$ cat src/rtl/mopshub_elink_pkg.sv
// Shared constants, types and helpers for the MOPSHUB uplink e-link framer.
//   UPLINK_FRAME_W : width of one uplink CAN frame
//   PAYLOAD_BYTES  : payload bytes carried per line frame
//   SOP/EOP/IDLE   : line control bytes
//   framer_state_t : byte-level framer state
//   payload_byte() : selects payload byte idx (0..9) of a frame, MSB first
package mopshub_elink_pkg;

  localparam int unsigned UPLINK_FRAME_W = 76;
  localparam int unsigned PAYLOAD_BYTES  = 10;

  localparam logic [7:0] SOP_CODE  = 8'h3C;
  localparam logic [7:0] EOP_CODE  = 8'hBC;
  localparam logic [7:0] IDLE_CODE = 8'hAA;

  typedef logic [UPLINK_FRAME_W-1:0] uplink_frame_t;

  typedef enum logic [2:0] {
    IDLE_BYTE,
    SOP,
    PAYLOAD,
    CHK,
    EOP
  } framer_state_t;

  // Frame is zero-padded to 80 bits so byte0 carries the top nibble f[75:72].
  function automatic logic [7:0] payload_byte(input uplink_frame_t f, input logic [3:0] idx);
    logic [79:0] padded;
    logic [6:0]  lsb;
    padded = {4'h0, f};
    lsb    = 7'(4'd9 - idx) * 7'd8;
    return padded[lsb +: 8];
  endfunction

endpackage

$ cat src/rtl/elink_uplink_framer_if.sv
// Upstream valid/ready frame handshake into the e-link framer.
//   frame_in    : uplink CAN frame, bit 75 = MSB
//   frame_valid : frame_in valid
//   frame_ready : framer buffer can accept
interface elink_uplink_framer_if;
  import mopshub_elink_pkg::*;

  uplink_frame_t frame_in;
  logic          frame_valid;
  logic          frame_ready;

  modport master (output frame_in, output frame_valid, input frame_ready);
  modport slave  (input frame_in, input frame_valid, output frame_ready);

endinterface

$ cat src/rtl/uplink_frame_fifo.sv
// Synchronous first-word-fall-through FIFO of uplink frames.
//   clk, rst  : clock, asynchronous active-high reset
//   push_i    : write wdata_i (ignored while full)
//   wdata_i   : frame to store
//   pop_i     : drop head entry (ignored while empty)
//   rdata_o   : head entry, valid while !empty_o
//   full_o    : FIFO_DEPTH entries held
//   empty_o   : no entries held
module uplink_frame_fifo
  import mopshub_elink_pkg::*;
#(
  parameter int unsigned FIFO_DEPTH = 4
) (
  input  logic          clk,
  input  logic          rst,
  input  logic          push_i,
  input  uplink_frame_t wdata_i,
  input  logic          pop_i,
  output uplink_frame_t rdata_o,
  output logic          full_o,
  output logic          empty_o
);

  localparam int unsigned PTR_W    = $clog2(FIFO_DEPTH);
  localparam int unsigned CNT_BITS = $clog2(FIFO_DEPTH + 1);

  uplink_frame_t       mem_q [FIFO_DEPTH];
  logic [PTR_W-1:0]    wr_ptr_q;
  logic [PTR_W-1:0]    rd_ptr_q;
  logic [CNT_BITS-1:0] count_q;
  logic                push_ok;
  logic                pop_ok;

  assign full_o  = (count_q == CNT_BITS'(FIFO_DEPTH));
  assign empty_o = (count_q == '0);
  assign push_ok = push_i && !full_o;
  assign pop_ok  = pop_i && !empty_o;
  assign rdata_o = mem_q[rd_ptr_q];

  // Storage: data only, no reset needed.
  always_ff @(posedge clk) begin
    if (push_ok) mem_q[wr_ptr_q] <= wdata_i;
  end

  // Pointers wrap naturally because the depth is a power of two.
  always_ff @(posedge clk or posedge rst) begin
    if (rst) begin
      wr_ptr_q <= '0;
      rd_ptr_q <= '0;
      count_q  <= '0;
    end else begin
      if (push_ok) wr_ptr_q <= wr_ptr_q + PTR_W'(1);
      if (pop_ok)  rd_ptr_q <= rd_ptr_q + PTR_W'(1);
      count_q <= count_q + CNT_BITS'(push_ok) - CNT_BITS'(pop_ok);
    end
  end

endmodule

$ cat src/rtl/elink_uplink_framer.sv
// Buffers uplink CAN frames and serialises each as SOP | 10 payload | XOR | EOP
// onto the 2-bit e-link, MSB first, one bit-pair per clk; idles with 0xAA.
//   clk, rst        : e-link word clock, asynchronous active-high reset
//   enable          : allow new frames to start (current frame always completes)
//   up_if           : frame_in / frame_valid / frame_ready handshake
//   tx_elink2bit    : registered serial output
//   busy            : framer active or frames queued
//   frame_sent      : 1-clk pulse aligned with the last EOP pair on the line
//   frames_sent_cnt : completed-frame counter, wraps
module elink_uplink_framer
  import mopshub_elink_pkg::*;
#(
  parameter int unsigned FIFO_DEPTH = 4,
  parameter int unsigned CNT_W      = 16
) (
  input  logic                  clk,
  input  logic                  rst,
  input  logic                  enable,
  elink_uplink_framer_if.slave  up_if,
  output logic [1:0]            tx_elink2bit,
  output logic                  busy,
  output logic                  frame_sent,
  output logic [CNT_W-1:0]      frames_sent_cnt
);

  uplink_frame_t fifo_rdata;
  logic          fifo_full;
  logic          fifo_empty;
  logic          pop_c;
  logic          start_ok_c;
  logic [7:0]    cur_byte_c;

  framer_state_t state_q, state_d;
  logic [1:0]    pair_cnt_q, pair_cnt_d;
  logic [3:0]    byte_cnt_q, byte_cnt_d;
  uplink_frame_t frame_q, frame_d;
  logic [7:0]    chk_q, chk_d;
  logic [1:0]    tx_q, tx_d;
  logic          sent_q, sent_d;
  logic [CNT_W-1:0] cnt_q, cnt_d;
  logic          busy_q, busy_d;

  assign up_if.frame_ready = !fifo_full;
  assign tx_elink2bit      = tx_q;
  assign busy              = busy_q;
  assign frame_sent        = sent_q;
  assign frames_sent_cnt   = cnt_q;

  uplink_frame_fifo #(
    .FIFO_DEPTH (FIFO_DEPTH)
  ) u_fifo (
    .clk     (clk),
    .rst     (rst),
    .push_i  (up_if.frame_valid),
    .wdata_i (up_if.frame_in),
    .pop_i   (pop_c),
    .rdata_o (fifo_rdata),
    .full_o  (fifo_full),
    .empty_o (fifo_empty)
  );

  // Byte currently being shifted out.
  always_comb begin
    cur_byte_c = IDLE_CODE;
    case (state_q)
      SOP:     cur_byte_c = SOP_CODE;
      PAYLOAD: cur_byte_c = payload_byte(frame_q, byte_cnt_q);
      CHK:     cur_byte_c = chk_q;
      EOP:     cur_byte_c = EOP_CODE;
      default: cur_byte_c = IDLE_CODE;
    endcase
  end

  // Next-state / output logic; the FSM only moves on the last pair of a byte.
  always_comb begin
    state_d    = state_q;
    pair_cnt_d = pair_cnt_q + 2'd1;
    byte_cnt_d = byte_cnt_q;
    frame_d    = frame_q;
    chk_d      = chk_q;
    cnt_d      = cnt_q;
    sent_d     = 1'b0;
    pop_c      = 1'b0;
    start_ok_c = enable && !fifo_empty;
    busy_d     = (state_q != IDLE_BYTE) || !fifo_empty;
    tx_d       = 2'(cur_byte_c >> (3'd6 - {pair_cnt_q, 1'b0}));

    if (pair_cnt_q == 2'd3) begin
      case (state_q)
        IDLE_BYTE: begin
          if (start_ok_c) begin
            pop_c   = 1'b1;
            frame_d = fifo_rdata;
            chk_d   = '0;
            state_d = SOP;
          end
        end
        SOP: begin
          byte_cnt_d = '0;
          state_d    = PAYLOAD;
        end
        PAYLOAD: begin
          chk_d = chk_q ^ cur_byte_c;
          if (byte_cnt_q == 4'(PAYLOAD_BYTES - 1)) state_d = CHK;
          else byte_cnt_d = byte_cnt_q + 4'd1;
        end
        CHK: state_d = EOP;
        EOP: begin
          sent_d = 1'b1;
          cnt_d  = cnt_q + CNT_W'(1);
          // Back-to-back: next SOP follows EOP without an idle byte.
          if (start_ok_c) begin
            pop_c   = 1'b1;
            frame_d = fifo_rdata;
            chk_d   = '0;
            state_d = SOP;
          end else begin
            state_d = IDLE_BYTE;
          end
        end
        default: state_d = IDLE_BYTE;
      endcase
    end
  end

  // State and output registers.
  always_ff @(posedge clk or posedge rst) begin
    if (rst) begin
      state_q    <= IDLE_BYTE;
      pair_cnt_q <= '0;
      byte_cnt_q <= '0;
      frame_q    <= '0;
      chk_q      <= '0;
      tx_q       <= 2'b10;
      sent_q     <= 1'b0;
      cnt_q      <= '0;
      busy_q     <= 1'b0;
    end else begin
      state_q    <= state_d;
      pair_cnt_q <= pair_cnt_d;
      byte_cnt_q <= byte_cnt_d;
      frame_q    <= frame_d;
      chk_q      <= chk_d;
      tx_q       <= tx_d;
      sent_q     <= sent_d;
      cnt_q      <= cnt_d;
      busy_q     <= busy_d;
    end
  end

endmodule
$ cat src/flat_wrapper.sv
// flat-port wrapper written by rule: the top's interface ports become plain ports
module elink_uplink_framer_flat import mopshub_elink_pkg::*;
#(
  parameter int unsigned FIFO_DEPTH = 4,
  parameter int unsigned CNT_W      = 16
)
  (clk, rst, enable, tx_elink2bit, busy, frame_sent, frames_sent_cnt, up_if_frame_in, up_if_frame_valid, up_if_frame_ready);
  elink_uplink_framer_if up_if_i ();
  input  logic clk;
  input  logic rst;
  input  logic enable;
  output logic [1:0] tx_elink2bit;
  output logic busy;
  output logic frame_sent;
  output logic [CNT_W-1:0] frames_sent_cnt;
  input wire logic [$bits(up_if_i.frame_in)-1:0] up_if_frame_in;
  input wire logic [$bits(up_if_i.frame_valid)-1:0] up_if_frame_valid;
  output wire logic [$bits(up_if_i.frame_ready)-1:0] up_if_frame_ready;
  assign up_if_i.frame_in = up_if_frame_in;
  assign up_if_i.frame_valid = up_if_frame_valid;
  assign up_if_frame_ready = up_if_i.frame_ready;
  elink_uplink_framer #(.FIFO_DEPTH(FIFO_DEPTH), .CNT_W(CNT_W)) u_core (.clk(clk), .rst(rst), .enable(enable), .up_if(up_if_i), .tx_elink2bit(tx_elink2bit), .busy(busy), .frame_sent(frame_sent), .frames_sent_cnt(frames_sent_cnt));
endmodule
$ cat config.mk
export PLATFORM = sky130hd
export DESIGN_NAME = elink_uplink_framer_flat
export DESIGN_NICKNAME = d
export VERILOG_FILES = /design/src/rtl/mopshub_elink_pkg.sv /design/src/rtl/elink_uplink_framer_if.sv /design/src/rtl/uplink_frame_fifo.sv /design/src/rtl/elink_uplink_framer.sv /design/src/flat_wrapper.sv
export SDC_FILE = /design/constraint.sdc
export NUM_CORES = 1
export LEC_CHECK = 0
export ABC_AREA = 1
export BUFFER_PORTS_ARGS = -buffer_cell sky130_fd_sc_hd__buf_2
export CAP_MARGIN = 20
export CORE_UTILIZATION = 60
export CTS_CLUSTER_DIAMETER = 150
export DETAILED_ROUTE_END_ITERATION = 8
export MAX_ROUTING_LAYER = met4
export PLACE_DENSITY = 0.75
export SLEW_MARGIN = 0
export SYNTH_ARGS = -nofsm -noshare
export SYNTH_HDL_FRONTEND = slang
export SYNTH_SLANG_ARGS = --single-unit
$ cat constraint.sdc
create_clock -name clk -period 6 [get_ports clk]
set_clock_uncertainty 0.15 [all_clocks]
set_input_delay 0 -clock clk [delete_from_list [all_inputs] [get_ports clk]]
set_output_delay 0 -clock clk [all_outputs]
set_load 0.02 [all_outputs]
==> impl_metrics.py <==
metrics = {
    "status": {
        "outcome": "finished clean",
    },
    "logic_synthesis": {
        "synth_cell_types": 38,
        "yosys_warnings": 0,
        "synth_area_leaders": "edfxtp_1 (53%), dfrtp_1 (17%), nor2_1 (6.0%)",
        "synth_top_area_share": 0.531,
        "ys_seq_area_frac": 0.706,
        "synth_cells": 1503,
        "syn_area_um2": 17200,
        "avgSynthCellArea_um2": 11.4,
        "syn_nets": 1595,
        "synth_top_cell_by_area": "edfxtp_1",
        "synth-seq-cells": 424,
    },
    "timing": {
        "rsz0062_at_grt": "no",
        "period_share": 0.545,
        "finalSetupTns_ps": 0,
        "finalHoldViolCount": 0,
        "setup_ws_ps": 2730,
        "setup_viol_count_final": 0,
        "relSlewSlack": 0.254,
        "tightestPinTransition_ps": 1120,
        "drv_slew": 0,
        "max_freq_mhz": 306,
        "worst_hold_slack_ps": 61.2,
        "finalCriticalPeriod_ps": 3270,
    },
    "clock_tree": {
        "post_cts_buffers": 0,
        "cts_buffer_depth": 3,
        "numCtsBuffers": 43,
        "clkLatencyLatePin_ps": 540,
        "path_clk_slew_ps": 60,
        "ctsHtreeMaxLevel": 2,
        "cts_root_buf": "clkbuf_16",
        "clock-sinks": 424,
        "cts_tree": "done",
    },
    "global_route": {
        "use_met1": 0.361,
        "met2_usage": 0.445,
        "grt.total_usage": 0.271,
        "gr-total-overflow": 0,
        "grt_pass1_wl_mm": 59.5,
        "grt_pass1_vias": 11600,
        "grt_antenna_before_repair": 0,
        "grt_max_degree": 115,
        "met3_usage": 0.0370,
        "busiest_layer": "met2",
    },
    "power": {
        "p_switching_mw": 3.38,
        "swShare": 0.345,
        "p_int_mw": 6.41,
        "peakVddDrop_mv": 0.328,
        "finalPower_mw": 9.79,
        "p_comb_frac": 0.285,
        "p_clk_frac": 0.275,
        "pwr-share-seq": 0.439,
        "leakage_nw": 7.80,
        "p_per_area_nw_per_um2": 486,
    },
    "placement": {
        "dpl.hpwl_mm": 20.7,
        "io_buffer_count": 100,
        "pre_cts_ws_ps": 2810,
        "routabilityCongestion": 0.873,
    },
    "cells_and_area": {
        "layout_common_cells": "edfxtp_1 (304), nor2_1 (269), nand2_1 (197)",
        "final_common_cell": "edfxtp_1",
        "seq_area_um2": 12100,
        "fill_cells": 1922,
        "area_growth_pct": 17.2,
        "insertedDiodeCount": 0,
        "drive_above_1_share": 0.123,
        "multi_input_area_um2": 4370,
        "final_nets": 1752,
    },
    "worst_setup_path": {
        "cp-start-kind": "flip-flop",
        "critPathRequiredTime_ps": 6270,
        "critical_path_arrival_ps": 3540,
        "critPathMaxFanout": 20,
        "critical_path_class": "flip-flop to flip-flop",
        "cp-end-kind": "flip-flop",
    },
    "floorplanning": {
        "die_w_um": 171,
        "dieArea_um2": 29300,
        "die_h_um": 171,
        "row_count": 61,
        "start_util": 0.614,
        "ios": 101,
        "core_area_um2": 28000,
    },
    "flow_run": {
        "drv_cap": 0,
    },
    "drt": {
        "final_antenna_net_count": 0,
        "vias": 11600,
        "drt_iter0_markers": 1075,
        "dr.pass1.iters": 8,
        "wl_per_cell_um": 17.9,
        "finalWirelength_mm": 37.1,
        "drc": 0,
        "vias_per_cell": 5.60,
    },
    "hold_path": {
        "hold_class": "input pin to flip-flop",
    },
}
[Yosys cell counts]
| cell | number |
|---|---|
| nand2_1 | 197 |
| buf_4 | 8 |
| inv_1 | 80 |
| nor2_1 | 273 |
| nor2_2 | 4 |
| nor2_4 | 1 |
| edfxtp_1 | 304 |
| o21ai_1 | 23 |
| nor3_4 | 1 |
| inv_4 | 1 |
| inv_2 | 8 |
| o21ai_2 | 1 |
| o211ai_1 | 3 |
| buf_1 | 3 |
| clkbuf_1 | 36 |
| nand4_4 | 1 |
| buf_6 | 3 |
| nand2_2 | 1 |
| dfstp_2 | 1 |
| xnor2_1 | 6 |
| nor3_1 | 5 |
| buf_2 | 30 |
| o22ai_1 | 44 |
| a21oi_1 | 18 |
| and3_1 | 1 |
| xor2_1 | 12 |
| nand3_2 | 1 |
| ha_1 | 11 |
| o31ai_4 | 1 |
| dfrtp_1 | 119 |
| nor3_2 | 1 |
| nand3_1 | 76 |
| o21ai_0 | 184 |
| nand2_4 | 1 |
| a31oi_1 | 34 |
| nand4_1 | 8 |
| fa_1 | 1 |
| nand3_4 | 1 |
[final cells by class]
cell class | count | area share
sequential | 424 | 0.602
tap | 378 | 0.0235
clock inverter | 21 | 0.0134
timing repair buffer | 192 | 0.0695
inverter | 89 | 0.0169
multi-input combinational | 910 | 0.217
clock buffer | 58 | 0.0577
[flip-flops by register name (all words and copies together) (netlist names)]
| name | flops |
|---|---|
| u_core.pair_cnt_q | 2 |
| u_core.u_fifo.mem_q | 304 |
| u_core.state_q | 3 |
| u_core.busy | 1 |
| u_core.frames_sent_cnt | 16 |
| u_core.byte_cnt_q | 4 |
| u_core.tx_elink2bit | 2 |
| u_core.frame_sent | 1 |
| u_core.u_fifo.count_q | 3 |
| u_core.u_fifo.rd_ptr_q | 2 |
| u_core.chk_q | 8 |
| u_core.u_fifo.wr_ptr_q | 2 |
| u_core.frame_q | 76 |
[timing repair]
| item | CTS | global route |
|---|---|---|
| hold buffers | 79 | 0 |
| hold endpoints to repair | 393 | 0 |
| resized for setup | 0 | 0 |
[final timing paths]
path | cells after the start | slack [ps] | to | startpoint
min | 2 | 60 | u_core.u_fifo.mem_q[2][39] | up_if_frame_in[39]
min in group asynchronous | 3 | 80 | u_core.u_fifo.count_q[1] | rst
max reg2reg | 10 | 2730 | u_core.chk_q[2] | u_core.byte_cnt_q[1]
max in group asynchronous | 4 | 4430 | u_core.u_fifo.rd_ptr_q[1] | rst
max | 10 | 2730 | u_core.chk_q[2] | u_core.byte_cnt_q[1]
min reg2reg | 1 | 340 | u_core.frames_sent_cnt[12] | u_core.frames_sent_cnt[12]
[power groups by stage]
stage,registers [mW],clock network [mW],logic [mW]
5_1_grt,4.37,2.85,3.14
3_3_place_gp,4.32,0,2.67
2_1_floorplan,4.23,0,2.03
6_report,4.30,2.69,2.79
4_1_cts,4.29,2.72,2.79
3_5_place_dp,4.34,0,2.72
[worst max-delay path: stages (launching register included)]
cell and delay (ps):
dfrtp_1 860, inv_1 610, ha_1 570, nor2_2 240
o211ai_1 130, a21oi_1 160, nand3_1 110, nand2_1 100
nand3_1 70, nand2_1 100, nor2_1 50
[through the flow]
stage / instances / area (um^2) / util
6_report: 2072 / 20200 / 0.719
4_1_cts: 2072 / 20200 / 0.719
3_5_place_dp: 1914 / 17900 / 0.640
3_3_place_gp: 1914 / 17900 / 0.640
5_1_grt: 2072 / 20200 / 0.719
2_1_floorplan: 1503 / 17200 / -
[routing by layer]
layer / vias to the layer above / wire length, um
met5: - / 0
met4: 0 / 566
met3: 58 / 2010
met2: 402 / 18400
met1: 5618 / 16100
li1: 5534 / -
[logic make-up (layout without fill, tap and decap cells)]
family | Yosys count | count (layout) | share of synthesized area
and+or+nand+nor | 572 | 572 | 0.137
DFF | 424 | 424 | 0.706
AOI/OAI and AO/OA | 308 | 308 | 0.0969
buffers and inverters | 169 | 360 | 0.0423
xor gates and xnor gates | 18 | 18 | 0.00917
adders and majority gates | 12 | 12 | 0.00917
Note: power is estimated with default switching activity, not from simulation.
